$ cat src/rtl/barrel_shifter_pkg.sv
// Shared types for the pipelined barrel shifter: the shift mode encoding and
// the default operand width.
package barrel_shifter_pkg;

    typedef enum logic [1:0] {
        MODE_LSL = 2'b00,
        MODE_LSR = 2'b01,
        MODE_ASR = 2'b10,
        MODE_ROR = 2'b11
    } shift_mode_t;

    localparam int DEFAULT_DATA_WIDTH = 32;

endpackage

$ cat src/rtl/barrel_shift_stage.sv
// One combinational shift level: right shift by SHIFT with a fill bit, or a
// rotate when BARREL_ROTATE_EN is defined. The stage register lives in the parent.
module barrel_shift_stage #(
    parameter int DATA_WIDTH = 32,
    parameter int SHIFT      = 1
) (
    input  logic [DATA_WIDTH-1:0] data_i,
    input  logic                  en_i,
    input  logic                  fill_i,
`ifdef BARREL_ROTATE_EN
    input  logic                  wrap_i,
`endif
    output logic [DATA_WIDTH-1:0] data_o
);

    // Shift, fill or wrap this level when its shamt bit is set
    always_comb begin
        data_o = data_i;
        if (en_i) begin
`ifdef BARREL_ROTATE_EN
            if (wrap_i) begin
                data_o = {data_i[SHIFT-1:0], data_i[DATA_WIDTH-1:SHIFT]};
            end else begin
                data_o = {{SHIFT{fill_i}}, data_i[DATA_WIDTH-1:SHIFT]};
            end
`else
            data_o = {{SHIFT{fill_i}}, data_i[DATA_WIDTH-1:SHIFT]};
`endif
        end else begin
            data_o = data_i;
        end
    end

endmodule

$ cat src/rtl/pipelined_barrel_shifter.sv
// Fully pipelined LSL/LSR/ASR/ROR barrel shifter, one register per shift level,
// global stall on the output handshake. Define BARREL_ROTATE_EN to build ROR.
module pipelined_barrel_shifter
    import barrel_shifter_pkg::*;
#(
    parameter int  DATA_WIDTH  = DEFAULT_DATA_WIDTH,
    parameter int  TAG_WIDTH   = 4,
    localparam int SHAMT_WIDTH = $clog2(DATA_WIDTH)
) (
    input  logic                   clk,
    input  logic                   rst,
    input  logic                   in_valid,
    output logic                   in_ready,
    input  logic [DATA_WIDTH-1:0]  in_data,
    input  logic [SHAMT_WIDTH-1:0] in_shamt,
    input  logic [1:0]             in_mode,
    input  logic [TAG_WIDTH-1:0]   in_tag,
    output logic                   out_valid,
    input  logic                   out_ready,
    output logic [DATA_WIDTH-1:0]  out_data,
    output logic [TAG_WIDTH-1:0]   out_tag
);

    localparam int LAST = SHAMT_WIDTH - 1;

    typedef struct packed {
        shift_mode_t            mode;
        logic [SHAMT_WIDTH-1:0] shamt;
        logic                   fill;
    } ctl_t;

    logic [DATA_WIDTH-1:0] data_q   [SHAMT_WIDTH];
    logic [DATA_WIDTH-1:0] data_d   [SHAMT_WIDTH];
    logic [TAG_WIDTH-1:0]  tag_q    [SHAMT_WIDTH];
    logic                  valid_q  [SHAMT_WIDTH];
    ctl_t                  ctl_q    [SHAMT_WIDTH];
    logic [DATA_WIDTH-1:0] stg_in_s [SHAMT_WIDTH];
    logic [DATA_WIDTH-1:0] stg_out_s[SHAMT_WIDTH];
    ctl_t                  stg_ctl_s[SHAMT_WIDTH];
    ctl_t                  entry_ctl_s;
    logic                  adv_s;

    function automatic logic [DATA_WIDTH-1:0] bit_reverse(input logic [DATA_WIDTH-1:0] v);
        logic [DATA_WIDTH-1:0] r;
        for (int b = 0; b < DATA_WIDTH; b++) begin
            r[b] = v[DATA_WIDTH-1-b];
        end
        return r;
    endfunction

    assign adv_s     = !valid_q[LAST] || out_ready;
    assign in_ready  = adv_s && !rst;
    assign out_valid = valid_q[LAST];
    assign out_data  = data_q[LAST];
    assign out_tag   = tag_q[LAST];

    // Entry control and per-level inputs; LSL is done as a right shift of the reversed operand
    always_comb begin
        entry_ctl_s.mode  = shift_mode_t'(in_mode);
        entry_ctl_s.shamt = in_shamt;
        if (shift_mode_t'(in_mode) == MODE_ASR) begin
            entry_ctl_s.fill = in_data[DATA_WIDTH-1];
        end else begin
            entry_ctl_s.fill = 1'b0;
        end
        if (shift_mode_t'(in_mode) == MODE_LSL) begin
            stg_in_s[0] = bit_reverse(in_data);
        end else begin
            stg_in_s[0] = in_data;
        end
        stg_ctl_s[0] = entry_ctl_s;
        for (int i = 1; i < SHAMT_WIDTH; i++) begin
            stg_in_s[i]  = data_q[i-1];
            stg_ctl_s[i] = ctl_q[i-1];
        end
    end

    // Level i handles shift amount bit SHAMT_WIDTH-1-i, largest shift first
    for (genvar i = 0; i < SHAMT_WIDTH; i++) begin : g_stage
        localparam int K = SHAMT_WIDTH - 1 - i;
        barrel_shift_stage #(
            .DATA_WIDTH(DATA_WIDTH),
            .SHIFT     (32'd1 << K)
        ) u_stage (
            .data_i(stg_in_s[i]),
            .en_i  (stg_ctl_s[i].shamt[K]),
            .fill_i(stg_ctl_s[i].fill),
`ifdef BARREL_ROTATE_EN
            .wrap_i(stg_ctl_s[i].mode == MODE_ROR),
`endif
            .data_o(stg_out_s[i])
        );
    end

    // Next-state data, undoing the LSL reversal ahead of the output register
    always_comb begin
        for (int i = 0; i < SHAMT_WIDTH; i++) begin
            data_d[i] = stg_out_s[i];
        end
        if (stg_ctl_s[LAST].mode == MODE_LSL) begin
            data_d[LAST] = bit_reverse(stg_out_s[LAST]);
        end else begin
            data_d[LAST] = stg_out_s[LAST];
        end
    end

    // Pipeline registers: whole pipe advances together, bubbles included
    always_ff @(posedge clk) begin
        if (rst) begin
            for (int i = 0; i < SHAMT_WIDTH; i++) begin
                valid_q[i] <= 1'b0;
                data_q[i]  <= '0;
                tag_q[i]   <= '0;
                ctl_q[i]   <= '0;
            end
        end else if (adv_s) begin
            valid_q[0] <= in_valid && in_ready;
            tag_q[0]   <= in_tag;
            for (int i = 1; i < SHAMT_WIDTH; i++) begin
                valid_q[i] <= valid_q[i-1];
                tag_q[i]   <= tag_q[i-1];
            end
            for (int i = 0; i < SHAMT_WIDTH; i++) begin
                data_q[i] <= data_d[i];
                ctl_q[i]  <= stg_ctl_s[i];
            end
        end
    end

endmodule

$ cat config.mk
export PLATFORM = sky130hd
export DESIGN_NAME = pipelined_barrel_shifter
export DESIGN_NICKNAME = d
export VERILOG_FILES = /design/src/rtl/barrel_shifter_pkg.sv /design/src/rtl/barrel_shift_stage.sv /design/src/rtl/pipelined_barrel_shifter.sv
export SDC_FILE = /design/constraint.sdc
export NUM_CORES = 1
export LEC_CHECK = 0
export CELL_PAD_IN_SITES_DETAIL_PLACEMENT = 1
export CELL_PAD_IN_SITES_GLOBAL_PLACEMENT = 2
export CORE_MARGIN = 3
export CORE_UTILIZATION = 45
export DETAILED_ROUTE_END_ITERATION = 8
export GPL_TIMING_DRIVEN = 0
export MAX_ROUTING_LAYER = met4
export PLACE_DENSITY = 0.92
export SLEW_MARGIN = 20
export SYNTH_ARGS = -nofsm -noshare
export SYNTH_HDL_FRONTEND = slang
export SYNTH_SLANG_ARGS = --single-unit
$ cat constraint.sdc
create_clock -name clk -period 8.3 [get_ports clk]
set_input_delay 1.66 -clock clk [delete_from_list [all_inputs] [get_ports clk]]
set_output_delay 1.66 -clock clk [all_outputs]
set_load 0.03 [all_outputs]
==> qor.yml <==
clock_tree:
  cts_tree: "built"
  numCtsBuffers: 22
  ctsResizeCount: 0
  cts_buffer_depth: 3
  clockRootBuffer: "clkbuf_16"
  cts_setup_buffers: 0
  cts_hold_buf: 0
  clock_sinks: 207
  clkLatencyLatePin_ns: 0.51
  htreeDepth: 1
  path_clk_slew_ns: 0.06
synthesis:
  synthArstFlopShare_pct: 0
  synth_cells: 706
  seq_area_frac_synth_pct: 61.8
  synth_fp_nets: 753
  synth_xor_area_share_pct: 0
  yosys_most_used_dff: "edfxtp_1"
  muxShareOfSynthArea_pct: 17.5
  synth_area_leader_cell: "edfxtp_1"
  yosysMostFrequentCell: "edfxtp_1"
  yosys.area_share.adder_pct: 0
  yosysWarnings: 0
  netlist_area_um2: 10100
  synth_top_family_by_area: "multiplexers"
  synth_common_cells: "edfxtp_1, mux2i_1, nor2_1"
  synth_top_area_share_pct: 61.8
  synth_edf_count: 207
  yosys_register_bits: 207
  synth-compound-area-share_pct: 4.12
  synth.area.top_cells: "edfxtp_1, mux2i_1, mux4_2, and2_1, nor2_1"
  synth_area_per_cell_um2: 14.2
  synth-simple-area-share_pct: 11.1
  synthDistinctLibCells: 28
sta:
  finalHoldViolCount: 0
  grt_setup_unrepaired: "no"
  tns_ns: 0
  fin_skew_ns: 0.0239
  period_minus_slack_ns: 5.42
  setup_viol: 0
  relSlewSlack_pct: 51.8
  fmax_ghz: 0.185
  drv_slew: 0
  worst_pin_slew_ns: 0.723
  fin_crit_sh_pct: 65.3
critical_path:
  r2r-end: "data_q[0][101]$_SDFFCE_PN0P_"
  r2r_slack_ns: 6.10
  rr_worst_depth: 5
  endpoint_kind: "output port"
  path_max_fanout: 10
  crit_chain: "clkdlybuf4s50_1 > nand2b_1 > nand2b_1 > clkbuf_1 > inv_1 > clkbuf_1 > clkdlybuf4s50_1"
  slowest_delay_ns: 0.75
  worstPathRequired_ns: 6.64
  worstSetupPathType: "in2out"
  cp.arrival_ns: 3.76
  slowest_stage: "clkdlybuf4s50_1"
  critPathLaunchType: "input port"
  r2r-start: "valid_q[0][4]$_SDFFCE_PN0P_"
routing:
  ant_nets: 0
  drt-pass1-iter-count: 4
  first_iter_violations: 193
  detail_route.wl_per_cell_um: 18.8
  top_layer_used: "met4"
  drc: 0
  wl_mm: 20.9
  wl_met2_mm: 11.6
  wl_met1_mm: 7.93
  vias_per_cell: 5.24
  wl_met3_um: 731
  vias: 5827
finish:
  register_area_um2: 6220
  multi_input_area_um2: 3300
  nNetsFinal: 864
  fillCellCount: 2124
  antenna_cells: 0
  layout-drive-gt1-share_pct: 17.2
  utilization_pct: 54.8
  syn_to_final_growth_pct: 19.3
  post-route-cell-area_um2: 12000
placed_design:
  post_dp_cell_area_um2: 11300
  io_buffers: 83
  hpwl_mm: 15.4
  gp_congestion: 0.884
flow_run:
  maxCapViolations: 0
global_routing:
  grt_pass1_vias: 6527
  track_usage_pct: 18.0
  antenna_found_initial: 0
  grt_max_degree: 50
  grt_pass1_wl_mm: 33.8
  grt_overflow: 0
power:
  peakVddDrop_v: 0.000137
  fin_total_pwr_w: 0.00233
  leakage_nw: 4.63
  power_density_nw_per_um2: 195
hold_path:
  hp-class: "reg2reg"
  hold_start: "tag_q[0][2]$_SDFFCE_PN0P_"
  hold_path_depth: 1
  min_to: "tag_q[0][6]$_SDFFCE_PN0P_"
floorplanning:
  rows: 54
  die_area_um2: 24200
  core_um2: 21900
  io_pins: 85
  initial_core_util_pct: 45.9
  fp.dieW_um: 155
  die_height_um: 155
status:
  outcome: "complete, no violations"
## final cells by class
| cell class | instances | area share (%) |
|---|---|---|
| buffer | 89 | 4.50 |
| clock buffer | 26 | 4.89 |
| clock inverter | 13 | 0.720 |
| inverter | 2 | 0.0626 |
| multi-input combinational | 408 | 27.5 |
| sequential | 207 | 51.8 |
| tap | 280 | 2.92 |
| timing repair buffer | 87 | 7.60 |
## critical path: cells and delay by family
kind / cells / cell delay (ns)
buffers and inverters: 5 / 1.90
AND/OR/NAND/NOR: 2 / 0.19
## cell families (layout without fill, tap and decap cells)
kind of cell	after synthesis	in the layout
AO/OA/AOI/OAI	63	63
buffers and inverters	91	217
flip-flops	207	207
multiplexers	127	127
AND/OR/NAND/NOR	218	218
## cells in the final DEF, fill, tap and decap left out, types with 17 or more instances in the layout
cell type and instances:
nand2b_1 17, buf_2 28, clkbuf_16 23, edfxtp_1 207, mux2i_1 89, a211oi_1 19
nor2_1 89, buf_4 37, clkbuf_1 22, mux4_2 34, a21oi_1 25, and2_1 84
clkdlybuf4s50_1 83
## per-layer routing
metal | up-vias | track usage (%)
met5 | - | -
met4 | 0 | 6.63
met1 | 2805 | 19.0
li1 | 2808 | -
met2 | 167 | 34.2
met3 | 47 | 2.14
## registers in the layout (all words and copies together) (netlist names)
signal / flops
data_q: 160
tag_q: 20
valid_q: 5
ctl_q: 22
## through the flow
step	instances	hold WS (ns)	worst slack [ns]
floorplan	706	0.497	3.54
global placement	1069	0.500	2.44
detailed placement	1073	0.507	2.84
CTS	1112	0.527	2.84
global route	1112	0.538	2.75
finish	1112	0.522	2.88
## worst max-delay path by stage
stage | slack, ns | cells after the start | to | from
finish | 2.88 | 7 | in_ready | out_ready
global route | 2.75 | 7 | in_ready | out_ready
CTS | 2.84 | 7 | in_ready | out_ready
detailed placement | 2.84 | 7 | in_ready | out_ready
global placement | 2.44 | 3 | data_q[0][142]$_SDFFCE_PN0P_ | out_ready
floorplan | 3.54 | 2 | ctl_q[0][0]$_SDFFCE_PN0P_ | out_ready
## where the power goes
group | total (W) | internal [W] | switching [W]
Combinational | 0.000194 | 0.0000944 | 0.0000998
Sequential | 0.00122 | 0.00119 | 0.0000260
Clock | 0.000919 | 0.000534 | 0.000385
Power figures use the tool's default switching activity.
